<file path="src/rtl/calc_cmd_issuer.sv">
`default_nettype none
// ============================================================================
//  Module      : calc_cmd_issuer
//  Description : Command front-end for the 8-bit calc datapath. Queues
//                (operand, op) commands, issues them one at a time over the
//                calc s/done handshake, and returns results on a valid/ready
//                port. A watchdog aborts commands stuck on a hung calc.
//  Revision    : 1.0 - initial release
// ============================================================================
module calc_cmd_issuer #(
  parameter int DEPTH   = 4,
  parameter int TIMEOUT = 16
) (
  input  logic                       clk_i,
  input  logic                       reset_i,
  input  logic                       cmd_valid_i,
  output logic                       cmd_ready_o,
  input  logic [7:0]                 cmd_in_i,
  input  logic [1:0]                 cmd_op_i,
  output logic                       res_valid_o,
  input  logic                       res_ready_i,
  output logic [7:0]                 res_out_o,
  output logic                       res_ovf_o,
  output logic                       res_timeout_o,
  output logic                       calc_s_o,
  output logic [7:0]                 calc_in_o,
  output logic [1:0]                 calc_op_o,
  input  logic [7:0]                 calc_out_i,
  input  logic                       calc_ovf_i,
  input  logic                       calc_done_i,
  output logic [$clog2(DEPTH):0]     fifo_count_o,
  output logic                       busy_o
);

  localparam int AW = $clog2(DEPTH);
  localparam int CW = AW + 1;
  localparam int TW = (TIMEOUT > 1) ? $clog2(TIMEOUT) : 1;

  localparam logic [CW-1:0] C_FULL = CW'(DEPTH);
  localparam logic [TW-1:0] C_TMAX = TW'(TIMEOUT - 1);

  localparam logic [2:0] S_IDLE      = 3'd0;
  localparam logic [2:0] S_ISSUE     = 3'd1;
  localparam logic [2:0] S_WAIT_BUSY = 3'd2;
  localparam logic [2:0] S_WAIT_DONE = 3'd3;
  localparam logic [2:0] S_ABORT     = 3'd4;

  // Command storage: {op, operand}
  logic [9:0]    mem_q [DEPTH];
  logic [AW-1:0] wr_ptr_q;
  logic [AW-1:0] rd_ptr_q;
  logic [CW-1:0] count_q;

  logic [2:0]    state_q, state_d;
  logic [TW-1:0] timer_q, timer_d;

  logic          calc_s_q;
  logic [7:0]    calc_in_q;
  logic [1:0]    calc_op_q;
  logic          res_valid_q;
  logic [7:0]    res_out_q;
  logic          res_ovf_q;
  logic          res_timeout_q;

  logic          w_push;
  logic          w_pop;
  logic          w_can_issue;
  logic          w_capture;
  logic          w_abort;
  logic          w_busy;

  // Full means full: a same-cycle pop never frees a slot for the pusher.
  assign cmd_ready_o = (count_q < C_FULL);
  assign w_push      = cmd_valid_i & cmd_ready_o;
  // Issue only when calc is idle and the previous result has been taken.
  assign w_can_issue = (count_q != '0) & calc_done_i & ~res_valid_q;

  // Command FIFO pointers, occupancy and storage.
  always_ff @(posedge clk_i) begin
    if (reset_i) begin
      wr_ptr_q <= '0;
      rd_ptr_q <= '0;
      count_q  <= '0;
    end else begin
      if (w_push) begin
        mem_q[wr_ptr_q] <= {cmd_op_i, cmd_in_i};
        wr_ptr_q        <= wr_ptr_q + 1'b1;
      end
      if (w_pop) begin
        rd_ptr_q <= rd_ptr_q + 1'b1;
      end
      case ({w_push, w_pop})
        2'b10:   count_q <= count_q + 1'b1;
        2'b01:   count_q <= count_q - 1'b1;
        default: count_q <= count_q;
      endcase
    end
  end

  // FSM state and watchdog timer registers.
  always_ff @(posedge clk_i) begin
    if (reset_i) begin
      state_q <= S_IDLE;
      timer_q <= '0;
    end else begin
      state_q <= state_d;
      timer_q <= timer_d;
    end
  end

  // Next-state and timer logic; the timer restarts on every phase change.
  always_comb begin
    state_d = state_q;
    timer_d = timer_q;
    case (state_q)
      S_IDLE: begin
        if (w_can_issue) state_d = S_ISSUE;
      end
      S_ISSUE: begin
        timer_d = '0;
        state_d = S_WAIT_BUSY;
      end
      S_WAIT_BUSY: begin
        if (!calc_done_i) begin
          state_d = S_WAIT_DONE;
          timer_d = '0;
        end else if (timer_q == C_TMAX) begin
          state_d = S_ABORT;
        end else begin
          timer_d = timer_q + 1'b1;
        end
      end
      S_WAIT_DONE: begin
        if (calc_done_i) begin
          state_d = S_IDLE;
        end else if (timer_q == C_TMAX) begin
          state_d = S_ABORT;
        end else begin
          timer_d = timer_q + 1'b1;
        end
      end
      S_ABORT: begin
        state_d = S_IDLE;
      end
      default: begin
        state_d = S_IDLE;
        timer_d = '0;
      end
    endcase
  end

  // Per-state control strobes for the FIFO and the result registers.
  always_comb begin
    w_pop     = 1'b0;
    w_capture = 1'b0;
    w_abort   = 1'b0;
    w_busy    = 1'b1;
    case (state_q)
      S_IDLE: begin
        w_busy = 1'b0;
        w_pop  = w_can_issue;
      end
      S_WAIT_DONE: w_capture = calc_done_i;
      S_ABORT:     w_abort   = 1'b1;
      default:     w_busy    = 1'b1;
    endcase
  end

  // Calc drive registers and the held result; operands stay put until the next load.
  always_ff @(posedge clk_i) begin
    if (reset_i) begin
      calc_s_q      <= 1'b0;
      calc_in_q     <= '0;
      calc_op_q     <= '0;
      res_valid_q   <= 1'b0;
      res_out_q     <= '0;
      res_ovf_q     <= 1'b0;
      res_timeout_q <= 1'b0;
    end else begin
      calc_s_q <= (state_q == S_ISSUE);
      if (w_pop) begin
        calc_in_q <= mem_q[rd_ptr_q][7:0];
        calc_op_q <= mem_q[rd_ptr_q][9:8];
      end
      if (w_capture) begin
        res_out_q     <= calc_out_i;
        res_ovf_q     <= calc_ovf_i;
        res_timeout_q <= 1'b0;
        res_valid_q   <= 1'b1;
      end else if (w_abort) begin
        res_out_q     <= '0;
        res_ovf_q     <= 1'b0;
        res_timeout_q <= 1'b1;
        res_valid_q   <= 1'b1;
      end else if (res_valid_q && res_ready_i) begin
        res_valid_q   <= 1'b0;
      end
    end
  end

  assign calc_s_o      = calc_s_q;
  assign calc_in_o     = calc_in_q;
  assign calc_op_o     = calc_op_q;
  assign res_valid_o   = res_valid_q;
  assign res_out_o     = res_out_q;
  assign res_ovf_o     = res_ovf_q;
  assign res_timeout_o = res_timeout_q;
  assign fifo_count_o  = count_q;
  assign busy_o        = w_busy;

endmodule
`default_nettype wire
</file>
<file path="config.mk">
export PLATFORM = sky130hd
export DESIGN_NAME = calc_cmd_issuer
export DESIGN_NICKNAME = d
export VERILOG_FILES = /design/src/rtl/calc_cmd_issuer.sv
export SDC_FILE = /design/constraint.sdc
export NUM_CORES = 1
export LEC_CHECK = 0
export ABC_AREA = 1
export CORE_ASPECT_RATIO = 0.75
export CORE_MARGIN = 2
export CORE_UTILIZATION = 56
export DETAILED_ROUTE_END_ITERATION = 7
export DONT_BUFFER_PORTS = 1
export PLACE_DENSITY = 0.74
export SLEW_MARGIN = 20
export SYNTH_ARGS = -nofsm -noshare
export SYNTH_HDL_FRONTEND = slang
export SYNTH_SLANG_ARGS = --single-unit
</file>
<file path="constraint.sdc">
create_clock -name clk_i -period 1.8 [get_ports clk_i]
set_input_delay 0.27 -clock clk_i [delete_from_list [all_inputs] [get_ports clk_i]]
set_output_delay 0.27 -clock clk_i [all_outputs]
set_load 0.03 [all_outputs]
</file>
* After elaboration in Yosys (flattened, before gate mapping) *
Memory sizes are Yosys's and may differ from the RTL's. A register that Yosys moved wholly into a read port is not among the register bits.
Index checks and enable logic that the tools add are counted.

cells by class
  add/sub/neg operators = 5
  order comparisons = 1
  equality and inequality tests = 9
  muxes and demuxes = 24
  bitwise logic cells = 5
  reduce and logical (&&, ||, !) cells = 9

operators with widths
  operator                                           number
  2-to-1 mux 8 bit                                   2
  2-to-1 mux 1 bit                                   12
  2-to-1 mux 3 bit                                   4
  2-to-1 mux 4 bit                                   3
  one-hot mux 3 bit (4 select lines)                 1
  one-hot mux 4 bit (3 select lines)                 1
  == test 3 x 2 -> 1 bit, second input constant      2
  one-hot mux 3 bit (2 select lines)                 1
  nonzero test 3 bit                                 2
  adder 2 x 1 -> 2 bit, second input constant        2
  adder 4 x 1 -> 4 bit, second input constant        1
  == test 4 bit, second input constant               1
  != test 2 bit, second input constant               2
  nonzero test 2 bit                                 2
  OR reduction 2 bit                                 2
  adder 3 x 1 -> 3 bit, second input constant        1
  bitwise AND 1 bit                                  3
  == test 3 x 1 -> 1 bit, second input constant      1
  == test 3 bit, second input constant               1
  zero test 3 bit                                    1
  less-than comparator 3 bit, second input constant  1
  subtractor 3 x 1 -> 3 bit, second input constant   1
  == test 2 x 1 -> 1 bit, second input constant      1
  == test 2 bit, second input constant               1
  3 further kinds                                    4

word-level totals
  bits in registers = 26
  memory bits (writable) = 40
  output and inout bits = 27
  memories = 1

memories
  name   words  bits a word  read ports  clocked after memory_dff  wr ports  line  RTL
  mem_q  4      10           1           1                         1         49    logic [9:0] mem_q [DEPTH];

* Logic depth before layout (Yosys ltp) *
Gate-level depths: netlist of run 1.

  depth in word-level cells = 6
  gate-level depth with buffers = 12

* Worst setup path after synthesis of run 1 *
No wires, ideal clock.

  kind = register to register
  start point = register count_q[2] (netlist: fifo_count_o[2])
  end point = register count_q[2] (netlist: fifo_count_o[2])
  library setup time = 70 ps
  arrival time = 2297 ps
  required time = 1730 ps
  slack = -566 ps
  cell stages (with the launch flop) = 12
  buffers on the path = 0
  path through = dfxtp_1 inv_1 a21oi_1 nand2_2 inv_1 ha_1 inv_1 fa_1 or2_2 nand2_1 o21ai_0 a21oi_1

RTL lines
  what                                                                      line  RTL
  start, declared                                                           52    logic [CW-1:0] count_q;
  start signal, assigned                                                    93    2'b10: count_q <= count_q + 1'b1;
  start signal, assigned                                                    94    2'b01: count_q <= count_q - 1'b1;
  start signal, assigned                                                    95    default: count_q <= count_q;
  less-than comparator 3 bit (*)                                            73    assign cmd_ready_o = (count_q < C_FULL);
  named net cmd_ready_o                                                     17    output logic cmd_ready_o,
  bitwise AND 1 bit (*)                                                     74    assign w_push = cmd_valid_i & cmd_ready_o;
  == test 2 x 1 -> 1 bit or == test 2 bit (tied branches)                   92    case ({w_push, w_pop})
  one-hot mux 3 bit (2 select lines) or nonzero test 2 bit (tied branches)  n/a

Mark *: on every way through the listed nets, which the timed path passes. The rest lies on a longest branch.
A chain may end at the register's enable or synchronous reset.

* Worst setup path in the final report of run 1 *
  start point = register res_valid_q (netlist: res_valid_o)
  end point = register count_q[2] (netlist: fifo_count_o[2])

between the ends
  word-level cells in the longest chain between the ends = 5

RTL lines
  what                                                                      line  RTL
  start, declared                                                           60    logic res_valid_q;
  start signal, assigned                                                    175   res_valid_q <= 1'b0;
  start signal, assigned                                                    189   res_valid_q <= 1'b1;
  start signal, assigned                                                    194   res_valid_q <= 1'b1;
  inverter 1 bit (*)                                                        76    assign w_can_issue = (count_q != '0) & calc_done_i & ~res_valid_q;
  bitwise AND 1 bit (*)                                                     76
  2-to-1 mux 1 bit (*)                                                      158   case (state_q)
  named net w_pop                                                           66    logic w_pop;
  == test 2 x 1 -> 1 bit or == test 2 bit (tied branches)                   92
  one-hot mux 3 bit (2 select lines) or nonzero test 2 bit (tied branches)  n/a

Marks and branches as above.

==> metrics.md, run 1 <==
| Metric | Value |
|---|---|
| Setup TNS | 0 ps |
| Worst Max-Slew Pin Slew | 636 ps |
| Total power draw | 5.68 mW |
| Relative slew slack | 57.5% |
| Core box area | 5380 µm² |
| Dpl cell area | 3420 µm² |
| Antenna Cells | 0 |
| GRT Max-Usage Layer | met2 |
| CP Launch Type | register |
| Die area | 6240 µm² |
| Synth area leader | edfxtp_1 |
| Unrepaired setup endpoints after global routing | yes |
| Final #Nets | 418 |
| GPL Wtd Cong | 0.767 |
| Post-route ant nets | 0 |
| WP data arrival | 2060 ps |
| Vias per Instance | 5.14 |
| Syn. warnings | 0 |
| Count of clock tree sinks | 76 |
| Die width | 90.6 µm |
| Met2 GRT Util | 37.2% |
| Via count | 2400 |
| Commonest non-fill, non-tap cell in the layout | nor2_1 |
| Worst skew pair latency | 340 ps |
| Longest Clk Path Bufs | 2 |
| Most frequent cells in the layout | 76 x nor2_1, 66 x nand2_1, 40 x edfxtp_1, 32 x o21ai_0 |
| Highest clock rate | 0.560 GHz |
| Clock Pin Slew Worst Setup and Hold Paths | 70 ps |
| CTS tree | built |
| Syn Area/Cell | 8.97 µm² |
| Die Y | 68.9 µm |
| Hpwl dp | 4.29 mm |
| Critical path startpoint | res_valid_o |
| Pre-Repair DR Iteration Count | 4 |
| Clk_skew | 12.7 ps |
| CP endpoint kind | register |
| Initial Utilization | 58.5% |
| Number of synthesized register bits | 76 |
| Final instance area | 3790 µm² |
| HP Class | in2reg |
| Io pins | 51 |
| Leakage | 1.53 nW |
| Final setup vio count | 0 |
| Largest net degree at the start of global routing | 23 |
| Cell count after synthesis | 351 |
| GRT Overall Usage | 21.4% |
| Min-delay src | cmd_in_i[6] |
| Place WS | 8.38 ps |
| Area grow syn2layout | 20.3% |
| Vias in the first global route | 2127 |
| Share of cells above drive strength 1 | 16.6% |
| Max-cap viol count | 0 |
| Initial antenna violation count | 0 |
| Drt wl/cell | 14.0 µm |
| Largest cells by area after synthesis | edfxtp_1 38%, dfxtp_1 23%, nor2_1 9.2%, nand2_1 8.1%, o21ai_0 5.2% |
| Post-layout util | 70.4% |
| IO Port Bufs | 0 |
| Wirelength, routed | 6.52 mm |
| Final worst setup slack | 14.1 ps |
| Kind of critical path | reg2reg |
| GR Util met3 | 8.15% |
| Post-synth top area share | 38.2% |
| Crit-path max FO | 2 |
| Mapped Area | 3150 µm² |
| Overflow after GRT | 0 |
| Root buf cell | clkbuf_8 |
| Residual DRC count | 0 |
| Pwr per Cell Area | 1500 nW/µm² |
| Num CTS Buffers | 9 |
| Post-synth cell types | 24 |
| Worst vdd ir | 0.659 mV |
| Final worst path period need | 1790 ps |
| Max H-tree Level | 3 |
| Post-Syn Nets | 382 |
| Rows | 23 |
| Post-synthesis sequential area ratio | 61.0% |
| Max-slew violation count | 0 |
| Status | complete, no violations |
| Critical Path RT | 2070 ps |
| Fin crit share | 99.2% |
| Reg2reg start | res_valid_o |
| Iter 0 DRT Violations | 223 |
| Met1 Use GR | 25.2% |
| Final hold vios | 0 |
| First-pass GRT wire length | 9.99 mm |
[metal layers]
| layer | up-vias | part of all wire, % |
|---|---|---|
| li1 | 1207 | - |
| met1 | 1111 | 44 |
| met2 | 75 | 47 |
| met3 | 7 | 8.2 |
| met4 | 0 | 1.0 |
| met5 | - | 0 |
[synth_stat cells]
library cell,count
nor2_2,1
a21oi_1,21
ha_1,6
inv_1,34
clkbuf_1,7
xor2_1,1
nor3b_1,1
fa_1,1
nand2_2,1
edfxtp_1,40
buf_4,1
o21ai_0,33
nor2_1,77
buf_2,2
nand4_1,2
inv_2,2
dfxtp_1,36
or2_2,1
buf_6,1
nor2_4,1
nand3_1,10
nand2_1,68
clkinv_1,2
nor3_1,2
[state kept, by name, summed over array words and instances (netlist names), 2 cells and up]
| name | flops |
|---|---|
| mem_q | 40 |
| calc_in_o | 8 |
| res_out_o | 8 |
| timer_q | 4 |
| fifo_count_o | 3 |
| state_q | 3 |
| calc_op_o | 2 |
| rd_ptr_q | 2 |
| wr_ptr_q | 2 |
[critical path, cell delays in order, from the launching register on]
cell and delay, ps:
dfxtp_4 350, inv_4 60, nand2_4 50, a21oi_4 130, nand2_2 80, inv_2 80, ha_4 120, inv_2 40
fa_2 360, or2_4 250, nand2_4 60, o21ai_2 40, a21oi_1 110
[stage by stage]
step | hold slack (ps) | std cells
2_1_floorplan | 369 | 351
3_3_place_gp | 337 | 437
3_5_place_dp | 340 | 437
4_1_cts | 5.12 | 455
5_1_grt | 4.23 | 467
6_report | 28.6 | 467
[logic make-up after synthesis]
| kind of cell | Yosys count | synth area share, % |
|---|---|---|
| AND/OR/NAND/NOR | 164 | 20.8 |
| flip-flops | 76 | 61.0 |
| buffers and inverters | 49 | 6.28 |
| AO/OA/AOI/OAI | 54 | 8.59 |
| XOR/XNOR | 1 | 0.278 |
| adder cells (fa/ha/maj) | 7 | 3.02 |
[final timing paths]
kind | endpoint | slack (ps) | cells past startpoint
setup / recovery | fifo_count_o[2] | 10 | 12
setup reg to reg | fifo_count_o[2] | 10 | 12
hold / removal | mem_q[1][6] | 30 | 0
hold reg to reg | timer_q[3] | 510 | 2
[what timing repair did]
action | 4_1_cts | 5_1_grt
resized for setup | 0 | 6
hold endpoints to repair | 16 | 31
pin swaps | 2 | 4
endpoints found under the setup margin | 1 | 2
hold buffers | 1 | 9
buffers inserted | 1 | 3
[area by class of cell]
cell class,count,area [µm²]
Multi-Input combinational cell,226,1090
Timing Repair Buffer,36,295
Sequential cell,76,1940
Inverter,38,153
Fill cell,416,1590
Clock buffer,10,128
Tap cell,75,93.8
Clock inverter,6,88.8
[power breakdown]
group	switching [mW]	internal [mW]
combinational	1.10	0.726
sequential	0.376	2.10
clock	0.598	0.780
total	2.07	3.61
No activity file was read; power rests on OpenSTA's default activity.
==> inputs of run 2 (changes only) <==
- BUFFER_PORTS_ARGS: unset -> -buffer_cell sky130_fd_sc_hd__buf_2
- CORE_UTILIZATION: 56 -> 50
- DONT_BUFFER_PORTS: 1 -> unset
- PLACE_DENSITY: 0.74 -> 0.75
==> run 2 against run 1 <==
Compared with the run above: sequential power decreased by 10%; hold slack better by 110 ps; combinational power grew 15%; clock skew shrank 3.8 ps; first-iteration DRC count fell by 26%; core utilization fell by 5.6 points; final cell count rose by 8.1%; sequential cell count did not move; clock-buffer cell count fell by 1; global-route usage is 1.5 points lower; via count is 2.2% higher; die area is 11% higher; critical path type unchanged.
==> metrics.md, run 2 (same netlist as run 1, synthesis figures left out) <==
| Metric | Value |
|---|---|
| Worst Max-Slew Pin Slew | 534 ps |
| Initial antenna violation count | 0 |
| Hpwl dp | 4.32 mm |
| Critical Path RT | 2070 ps |
| Final setup vio count | 0 |
| Hold_ws | 140 ps |
| Post-layout util | 64.8% |
| Antenna Cells | 0 |
| Unrepaired setup endpoints after global routing | yes |
| Most used cell, CP | inv_2 |
| Largest net degree at the start of global routing | 23 |
| Hold path endpoint | mem_q[0][7] |
| Final Non-Filler Cells | 505 |
| Initial Utilization | 52.9% |
| Leakage | 1.67 nW |
| Longest Clk Path Bufs | 2 |
| Clk_skew | 8.85 ps |
| Relative slew slack | 64.3% |
| HP Class | in2reg |
| Max H-tree Level | 3 |
| GRT Overall Usage | 19.9% |
| Final hold vios | 0 |
| CP endpoint kind | register |
| Status | complete, no violations |
| Count of clock tree sinks | 76 |
| Kind of critical path | reg2reg |
| Core box area | 5950 µm² |
| Crit-path max FO | 2 |
| Biggest register | mem_q |
| Most frequent cells in the layout | 76 x nor2_1, 66 x nand2_1, 50 x buf_2, 40 x edfxtp_1, 32 x o21ai_0 |
| Max-cap viol count | 0 |
| R2R cell count | 12 |
| Max reg flops | 40 |
| Via count | 2453 |
| Seq. cell area | 1940 µm² |
| Die width | 95.6 µm |
| Final #Nets | 453 |
| Worst vdd ir | 0.658 mV |
| Vias per Instance | 4.86 |
| Residual DRC count | 0 |
| Overflow after GRT | 0 |
| Iter 0 DRT Violations | 165 |
| Final worst path period need | 1790 ps |
| CTS hold repair buffers | 0 |
| Fillers | 485 |
| CTS tree | built |
| Root buf cell | clkbuf_8 |
| Worst skew pair latency | 340 ps |
| Vias in the first global route | 2272 |
| Area grow syn2layout | 22.4% |
| Dpl cells | 487 |
| Pre-Repair DR Iteration Count | 4 |
| Die area | 6950 µm² |
| Rows | 24 |
| IO Port Bufs | 50 |
| Post-route ant nets | 0 |
| Highest clock rate | 0.557 GHz |
| CP max stage delay | 340 ps |
| Clock Pin Slew Worst Setup and Hold Paths | 80 ps |
| Area of the multi-input gates | 1080 µm² |
| Pwr per Cell Area | 1420 nW/µm² |
| CP Launch Type | register |
| Dpl cell area | 3650 µm² |
| Drt wl/cell | 12.5 µm |
| Setup TNS | 0 ps |
| Share of cells above drive strength 1 | 25.8% |
| Commonest non-fill, non-tap cell in the layout | nor2_1 |
| Critical path startpoint | state_q[0] |
| First-pass GRT wire length | 10.3 mm |
| Final instance area | 3850 µm² |
| Num CTS Buffers | 9 |
| Die Y | 72.7 µm |
| Reg2Reg Capture Point | fifo_count_o[2] |
| Io pins | 51 |
| WHS Path Cells | 1 |
| Cell chain of the critical path | nor2_4 > inv_2 > nor2_4 > nand2_2 > inv_2 > ha_4 > inv_2 > fa_2 > or2_4 > nand2_2 > o21ai_2 > a21oi_1 |
| Reg2reg start | state_q[0] |
| Min-delay src | cmd_in_i[7] |
| WP data arrival | 2060 ps |
| Wirelength, routed | 6.29 mm |
| Worst reg2reg setup slack | 6 ps |
| Max-slew violation count | 0 |
| GPL Wtd Cong | 0.802 |
| Critical path's slowest cell | dfxtp_2 |
| Fin crit share | 99.7% |
run 2: cell types whose count changed in the layout (fill, tap and decap cells not counted), moves of 2 or more:
| cell | before | now |
|---|---|---|
| buf_2 | 0 | 50 |
| buf_4 | 26 | 21 |
| bufinv_16 | 2 | 0 |
| dlygate4sd3_1 | 10 | 0 |
| inv_6 | 0 | 2 |
run 2: worst max-delay path by stage:
stage,cells after the start,end
floorplan,12,fifo_count_o[2]
global placement,12,fifo_count_o[2]
detailed placement,12,fifo_count_o[2]
CTS,12,fifo_count_o[2]
global route,12,fifo_count_o[2]
finish,12,fifo_count_o[2]
run 2: what timing repair did:
action,in CTS,in global routing
resized for setup,1,3
pin swaps,2,1
setup buffers,1,1
endpoints found under the hold margin,0,0
setup endpoints to repair,1,2
run 2: layer usage:
metal  wire (µm)  global-route usage, %
met1        2720                   24.9
met5           0                      0
met3         555                   7.33
met2        2960                   32.2
met4          57                   6.67
run 2: metrics by stage:
stage / total power [mW] / setup slack [ps]
6_report: 5.47 / 6.01
3_5_place_dp: 4.33 / -49.7
4_1_cts: 5.47 / 8.02
3_3_place_gp: 4.26 / 3.51
5_1_grt: 5.88 / -122
2_1_floorplan: 3.73 / -22.4
run 2: final cells by class:
type                            count  area share [%]
Clock buffer                        9            3.21
Clock inverter                      7            1.30
Inverter                           38            3.90
Multi-Input combinational cell    226            28.1
Sequential cell                    76            50.4
Tap cell                           78            2.53
Timing Repair Buffer               71            10.6
run 2: power by group:
| group | switching, mW | internal (mW) | leakage, nW | total [mW] |
|---|---|---|---|---|
| clock | 0.629 | 0.503 | 0.0798 | 1.13 |
| sequential | 0.136 | 2.10 | 0.660 | 2.23 |
| combinational | 1.34 | 0.762 | 0.929 | 2.11 |
| total | 2.11 | 3.36 | 1.67 | 5.47 |
run 2: worst max-delay path, delay by kind of cell, from the launching register on:
kind                     cells  cell delay [ps]
AO/OA/AOI/OAI                2              160
adder cells (fa/ha/maj)      2              460
buffers and inverters        3              170
flip-flops                   1              340
AND/OR/NAND/NOR              5              590
